==> src/rtl/fifo_sync_flex_if.sv <==
// Valid/ready word handshake shared by both sides of fifo_sync_flex.
// master drives data/valid, slave drives ready.
interface fifo_sync_flex_if #(
   parameter int Nb = 8
);
   logic [Nb-1:0] data;
   logic          valid;
   logic          ready;

   modport master (output data, output valid, input ready);
   modport slave  (input data, input valid, output ready);
endinterface

==> src/rtl/fifo_sync_flex.sv <==
// Synchronous FIFO with prefetched output register, optional bypass, thresholds and flush.
// Occupancy statistics (max_count, overflow) are built only when FIFO_SYNC_FLEX_STATS_EN is defined.
module fifo_sync_flex #(
   parameter int Nb     = 8,
   parameter int M      = 2,
   parameter int BYPASS = 0
) (
   input  logic                    clk,
   input  logic                    reset,
   fifo_sync_flex_if.slave         in,
   fifo_sync_flex_if.master        out,
   input  logic                    flush,
   input  logic [M:0]              af_level,
   input  logic [M:0]              ae_level,
   output logic [M:0]              count,
   output logic                    almost_full,
   output logic                    almost_empty,
   output logic [M:0]              max_count,
   output logic                    overflow
);
   localparam int N = 1 << M;

   logic [Nb-1:0] r_mem [N];
   logic [M:0]    r_wr_ptr;
   logic [M:0]    r_rd_ptr;
   logic [Nb-1:0] r_out_data;
   logic          r_out_valid;

   logic [M:0]    w_mem_cnt;
   logic [M:0]    w_count;
   logic          w_in_ready;
   logic          w_wr_acc;
   logic          w_slot_open;
   logic          w_mem_empty;
   logic          w_bypass;
   logic          w_mem_wr;

   // The output register counts as one stored word.
   assign w_mem_cnt   = r_wr_ptr - r_rd_ptr;
   assign w_count     = w_mem_cnt + (M+1)'(r_out_valid);
   assign w_in_ready  = (w_count != (M+1)'(N));
   assign w_wr_acc    = in.valid && w_in_ready;
   assign w_slot_open = !r_out_valid || out.ready;
   assign w_mem_empty = (r_wr_ptr == r_rd_ptr);
   assign w_bypass    = (BYPASS != 0) && w_mem_empty && w_slot_open && w_wr_acc;
   assign w_mem_wr    = reset && !flush && w_wr_acc && !w_bypass;

   assign in.ready     = w_in_ready;
   assign out.data     = r_out_data;
   assign out.valid    = r_out_valid;
   assign count        = w_count;
   assign almost_full  = (w_count >= af_level);
   assign almost_empty = (w_count <= ae_level);

   always_ff @(posedge clk) begin
      if (w_mem_wr) begin
         r_mem[r_wr_ptr[M-1:0]] <= in.data;
      end
   end

   always_ff @(posedge clk) begin
      if (!reset) begin
         r_wr_ptr    <= '0;
         r_rd_ptr    <= '0;
         r_out_valid <= 1'b0;
         r_out_data  <= '0;
      end else if (flush) begin
         // Memory and out.data keep stale contents; only the pointers matter.
         r_wr_ptr    <= '0;
         r_rd_ptr    <= '0;
         r_out_valid <= 1'b0;
      end else begin
         if (w_mem_wr) begin
            r_wr_ptr <= r_wr_ptr + (M+1)'(1);
         end
         if (w_slot_open) begin
            if (!w_mem_empty) begin
               r_out_data  <= r_mem[r_rd_ptr[M-1:0]];
               r_out_valid <= 1'b1;
               r_rd_ptr    <= r_rd_ptr + (M+1)'(1);
            end else if (w_bypass) begin
               r_out_data  <= in.data;
               r_out_valid <= 1'b1;
            end else begin
               r_out_valid <= 1'b0;
            end
         end
      end
   end

`ifdef FIFO_SYNC_FLEX_STATS_EN
   logic [M:0] r_max_count;
   logic       r_overflow;

   // Statistics survive flush; only reset clears them.
   always_ff @(posedge clk) begin
      if (!reset) begin
         r_max_count <= '0;
         r_overflow  <= 1'b0;
      end else begin
         if (w_count > r_max_count) begin
            r_max_count <= w_count;
         end
         if (in.valid && !w_in_ready) begin
            r_overflow <= 1'b1;
         end
      end
   end

   assign max_count = r_max_count;
   assign overflow  = r_overflow;
`else
   assign max_count = '0;
   assign overflow  = 1'b0;
`endif

endmodule

==> src/flat_wrapper.sv <==
// flat-port wrapper written by rule: the top's interface ports become plain ports
module fifo_sync_flex_flat 
#(
   parameter int Nb     = 8,
   parameter int M      = 2,
   parameter int BYPASS = 0
)
  (clk, reset, flush, af_level, ae_level, count, almost_full, almost_empty, max_count, overflow, in_data, in_valid, in_ready, out_data, out_valid, out_ready);
  fifo_sync_flex_if #(.Nb(Nb)) in_i ();
  fifo_sync_flex_if #(.Nb(Nb)) out_i ();
  input  logic clk;
  input  logic reset;
  input  logic flush;
  input  logic [M:0] af_level;
  input  logic [M:0] ae_level;
  output logic [M:0] count;
  output logic almost_full;
  output logic almost_empty;
  output logic [M:0] max_count;
  output logic overflow;
  input wire logic [$bits(in_i.data)-1:0] in_data;
  input wire logic [$bits(in_i.valid)-1:0] in_valid;
  output wire logic [$bits(in_i.ready)-1:0] in_ready;
  output wire logic [$bits(out_i.data)-1:0] out_data;
  output wire logic [$bits(out_i.valid)-1:0] out_valid;
  input wire logic [$bits(out_i.ready)-1:0] out_ready;
  assign in_i.data = in_data;
  assign in_i.valid = in_valid;
  assign in_ready = in_i.ready;
  assign out_data = out_i.data;
  assign out_valid = out_i.valid;
  assign out_i.ready = out_ready;
  fifo_sync_flex #(.Nb(Nb), .M(M), .BYPASS(BYPASS)) u_core (.clk(clk), .reset(reset), .in(in_i), .out(out_i), .flush(flush), .af_level(af_level), .ae_level(ae_level), .count(count), .almost_full(almost_full), .almost_empty(almost_empty), .max_count(max_count), .overflow(overflow));
endmodule
==> config.mk <==
export PLATFORM = sky130hd
export DESIGN_NAME = fifo_sync_flex_flat
export DESIGN_NICKNAME = d
export VERILOG_FILES = /design/src/rtl/fifo_sync_flex_if.sv /design/src/rtl/fifo_sync_flex.sv /design/src/flat_wrapper.sv
export SDC_FILE = /design/constraint.sdc
export NUM_CORES = 1
export LEC_CHECK = 0
export CAP_MARGIN = 20
export CORE_MARGIN = 1.5
export CORE_UTILIZATION = 50
export CTS_BUF_LIST = sky130_fd_sc_hd__clkbuf_16
export DETAILED_ROUTE_END_ITERATION = 10
export PLACE_DENSITY = 0.76
export SLEW_MARGIN = 30
export SYNTH_ARGS = -nofsm -noshare
export SYNTH_HDL_FRONTEND = slang
export SYNTH_SLANG_ARGS = --single-unit
==> constraint.sdc <==
create_clock -name clk -period 3.4 [get_ports clk]
set_clock_uncertainty 0.2 [all_clocks]
set_input_delay 0.34 -clock clk [delete_from_list [all_inputs] [get_ports clk]]
set_output_delay 0.34 -clock clk [all_outputs]
set_load 0.01 [all_outputs]
==> results.sh <==
export IMPL_status="finished, final reports clean"
export IMPL_via_count=1406
export IMPL_postLayoutCellArea_um2=2740
export IMPL_clock_tree_root_cell="sky130_fd_sc_hd__clkbuf_16"
export IMPL_slew_limit_headroom=0.627
export IMPL_fp_dieH_um=69.4
export IMPL_type_of_the_tightest_min_delay_check="reg2reg"
export IMPL_synth_ff_type="sky130_fd_sc_hd__edfxtp_1"
export IMPL_cts_hold_buffers=0
export IMPL_globalplace_congestion=0.761
export IMPL_worst_setup_path_type="reg2out"
export IMPL_cp_slowest_cell="sky130_fd_sc_hd__fa_2"
export IMPL_synth_seq_cells=47
export IMPL_timing_final_max_slew_violations=0
export IMPL_tns_ns=0
export IMPL_drt_wirelength_per_cell_um=15.8
export IMPL_routed_wl_mm=4.05
export IMPL_finalHoldViolations=0
export IMPL_io_pins=38
export IMPL_clock_tree_htree_level_count=2
export IMPL_antenna_cells_inserted=0
export IMPL_drt_drc_violations_left=0
export IMPL_synth_edff_count=32
export IMPL_dr_pass1_iters=4
export IMPL_placement_io_buffers=33
export IMPL_numCtsBuffers=5
export IMPL_clk_insertion_delay_late_ns=0.28
export IMPL_area_overhead_of_the_layout_relative_to_synthesis_pct=24.2
export IMPL_yosys_cell_count_top_type="sky130_fd_sc_hd__edfxtp_1"
export IMPL_max_slew_worst_pin_slew_ns=0.559
export IMPL_antenna_found_initial=0
export IMPL_cts_tree="yes"
export IMPL_postLayoutSetupSlackWorst_ns=0.188
export IMPL_first_global_vias=1441
export IMPL_synth_area_um2=2200
export IMPL_synth_async_reset_ratio=0
export IMPL_placed_area_um2=2590
export IMPL_clk_pin_slew_worst_paths_ns=0.06
export IMPL_post_synth_top_area_fraction=0.436
export IMPL_via_per_inst=5.49
export IMPL_critical_path_peak_fanout=10
export IMPL_cellLeakagePower_nw=1.00
export IMPL_unrepaired_setup_endpoints_after_global_routing="no"
export IMPL_rows=23
export IMPL_timing_critical_path_cells="inv_1 -> ha_1 -> inv_1 -> ha_1 -> fa_2 -> xnor2_2 -> xnor2_2 -> buf_6 -> ha_1 -> a21o_1 -> dlygate4sd2_1"
export IMPL_setup_violations=0
export IMPL_layout_drive_gt1_share=0.141
export IMPL_biggest_area_consumer_among_synthesized_cells="sky130_fd_sc_hd__edfxtp_1"
export IMPL_cp_data_required_time_ns=2.86
export IMPL_multi_input_area_um2=868
export IMPL_cap_violations=0
export IMPL_initialDrtViolationCount=63
export IMPL_r2r_setup_slack_ns=0.42
export IMPL_ys_seq_area_frac=0.572
export IMPL_final_instance_count_excl_fill=256
export IMPL_pin_count_of_the_biggest_net_entering_global_routing=19
export IMPL_layout_min_cycle_time_ns=3.21
export IMPL_layout_area_seq_um2=1260
export IMPL_fill_cells=287
export IMPL_p_per_area_nw_per_um2=560
export IMPL_worstSetupStartpointType="register"
export IMPL_global_route_overflow_total=0
export IMPL_detail_route_antenna_nets=0
export IMPL_postSynthCellCount=167
export IMPL_initial_core_util=0.536
export IMPL_chipWidth_um=69.4
export IMPL_worst_ir_drop_vdd_mv=0.276
export IMPL_nets=239
export IMPL_ys_top_cells_by_count="sky130_fd_sc_hd__edfxtp_1, sky130_fd_sc_hd__dfxtp_1, sky130_fd_sc_hd__ha_1, sky130_fd_sc_hd__nand3_1"
export IMPL_clock_path_buffers=2
export IMPL_place_detailed_hpwl_mm=2.89
export IMPL_delay_of_the_slowest_critical_path_stage_ns=0.36
export IMPL_floorplan_die_area_um2=4820
export IMPL_syn_avg_cell_area_um2=13.2
export IMPL_core_area_um2=4120
export IMPL_pre_cts_slack_ns=0.0465
export IMPL_worst_path_most_repeated_cell="sky130_fd_sc_hd__ha_1"
export IMPL_grtUsageTotal=0.187
export IMPL_critical_path_endpoint_type="output pin"
export IMPL_synthTopCellsByArea="sky130_fd_sc_hd__edfxtp_1, sky130_fd_sc_hd__dfxtp_1, sky130_fd_sc_hd__mux4_2, sky130_fd_sc_hd__ha_1, sky130_fd_sc_hd__nand3_1"
export IMPL_hold_ws_ns=0.260
export IMPL_critical_path_arrival_ns=2.67
export IMPL_yosys_warnings=0
export IMPL_placed_cells_incl_taps=248
export IMPL_clock_fmax_mhz=311
export IMPL_synth_cell_type_count=34
export IMPL_first_pass_grt_wire_length_mm=6.95
export IMPL_clock_sinks=47
export IMPL_fin_crit_sh=0.945
[repair_timing]
| item | in CTS | in global routing |
|---|---|---|
| buffers inserted | 0 | 0 |
| pin swaps | 2 | 0 |
| endpoints found under the hold margin | 0 | 0 |
| setup endpoints to repair | 2 | 1 |
| gates resized for setup | 6 | 2 |
[registers in the layout (all words and copies together), names as in the netlist]
name              count
u_core.out.data       8
u_core.r_rd_ptr       3
u_core.r_wr_ptr       3
u_core.out.valid      1
u_core.r_mem         32
[path summary, 6_finish.rpt]
kind                            from                 end  cells after the start
setup / recovery    u_core.out.valid         almost_full                     11
hold / removal    u_core.out.data[1]  u_core.out.data[1]                      2
setup reg to reg    u_core.out.valid  u_core.r_mem[0][0]                     10
hold reg to reg   u_core.out.data[1]  u_core.out.data[1]                      2
[placed cells by master (no fill, tap or decap), types with 3 or more instances in the layout]
master,synthesis,final
sky130_fd_sc_hd__and3_1,4,4
sky130_fd_sc_hd__o21ai_0,11,11
sky130_fd_sc_hd__nand4_1,3,3
sky130_fd_sc_hd__dfxtp_1,15,15
sky130_fd_sc_hd__inv_1,11,11
sky130_fd_sc_hd__nor2b_1,3,3
sky130_fd_sc_hd__nand2b_1,3,3
sky130_fd_sc_hd__nand2_1,11,11
sky130_fd_sc_hd__nand3_1,12,12
sky130_fd_sc_hd__buf_4,5,4
sky130_fd_sc_hd__edfxtp_1,32,32
sky130_fd_sc_hd__clkdlybuf4s50_1,0,31
sky130_fd_sc_hd__nor2_1,8,8
sky130_fd_sc_hd__clkbuf_16,0,5
sky130_fd_sc_hd__mux4_2,8,8
sky130_fd_sc_hd__conb_1,1,4
sky130_fd_sc_hd__ha_1,14,13
[cell type report]
type,instances,area share
Clock buffer,5,0.0457
Clock inverter,3,0.00548
Inverter,11,0.0151
Multi-Input combinational cell,102,0.317
Sequential cell,47,0.460
Tap cell,50,0.0228
Timing Repair Buffer,38,0.133
[power by group]
part	switching, mW	total, mW	internal, mW
logic	0.206	0.414	0.207
clock network	0.196	0.464	0.268
registers	0.0177	0.657	0.639
total	0.420	1.53	1.11
[routing by layer]
| layer | vias up | part of all wire | GRT usage |
|---|---|---|---|
| li1 | 681 | - | - |
| met1 | 664 | 0.44 | 0.233 |
| met2 | 55 | 0.50 | 0.311 |
| met3 | 6 | 0.046 | 0.0538 |
| met4 | 0 | 0.013 | 0.0654 |
| met5 | - | 0 | 0 |
[cells by family (layout without fill, tap and decap cells)]
kind of cell               after synthesis  in the layout  synth area share
DFF                                     47             47             0.572
other                                    1              4           0.00170
and+or+nand+nor                         47             47             0.106
xor gates and xnor gates                 5              5            0.0318
AOI/OAI and AO/OA                       23             23            0.0732
adders and majority gates               15             15            0.0885
muxes                                    8              8            0.0817
buffers and inverters                   21             57            0.0448
[stage by stage]
stage	util	power, mW
after floorplan	-	0.907
after global placement	0.629	1.06
after global routing	0.666	1.61
after detailed placement	0.629	1.08
final	0.666	1.53
after CTS	0.666	1.54
[worst max-delay path, delay by kind of cell (launching register included)]
kind                     cells  cell delay, ns
AO/OA/AOI/OAI                1            0.15
XOR/XNOR                     2            0.31
adder cells (fa/ha/maj)      4            1.08
buffers and inverters        4            0.51
flip-flops                   1            0.34
Power figures use the tool's default switching activity.
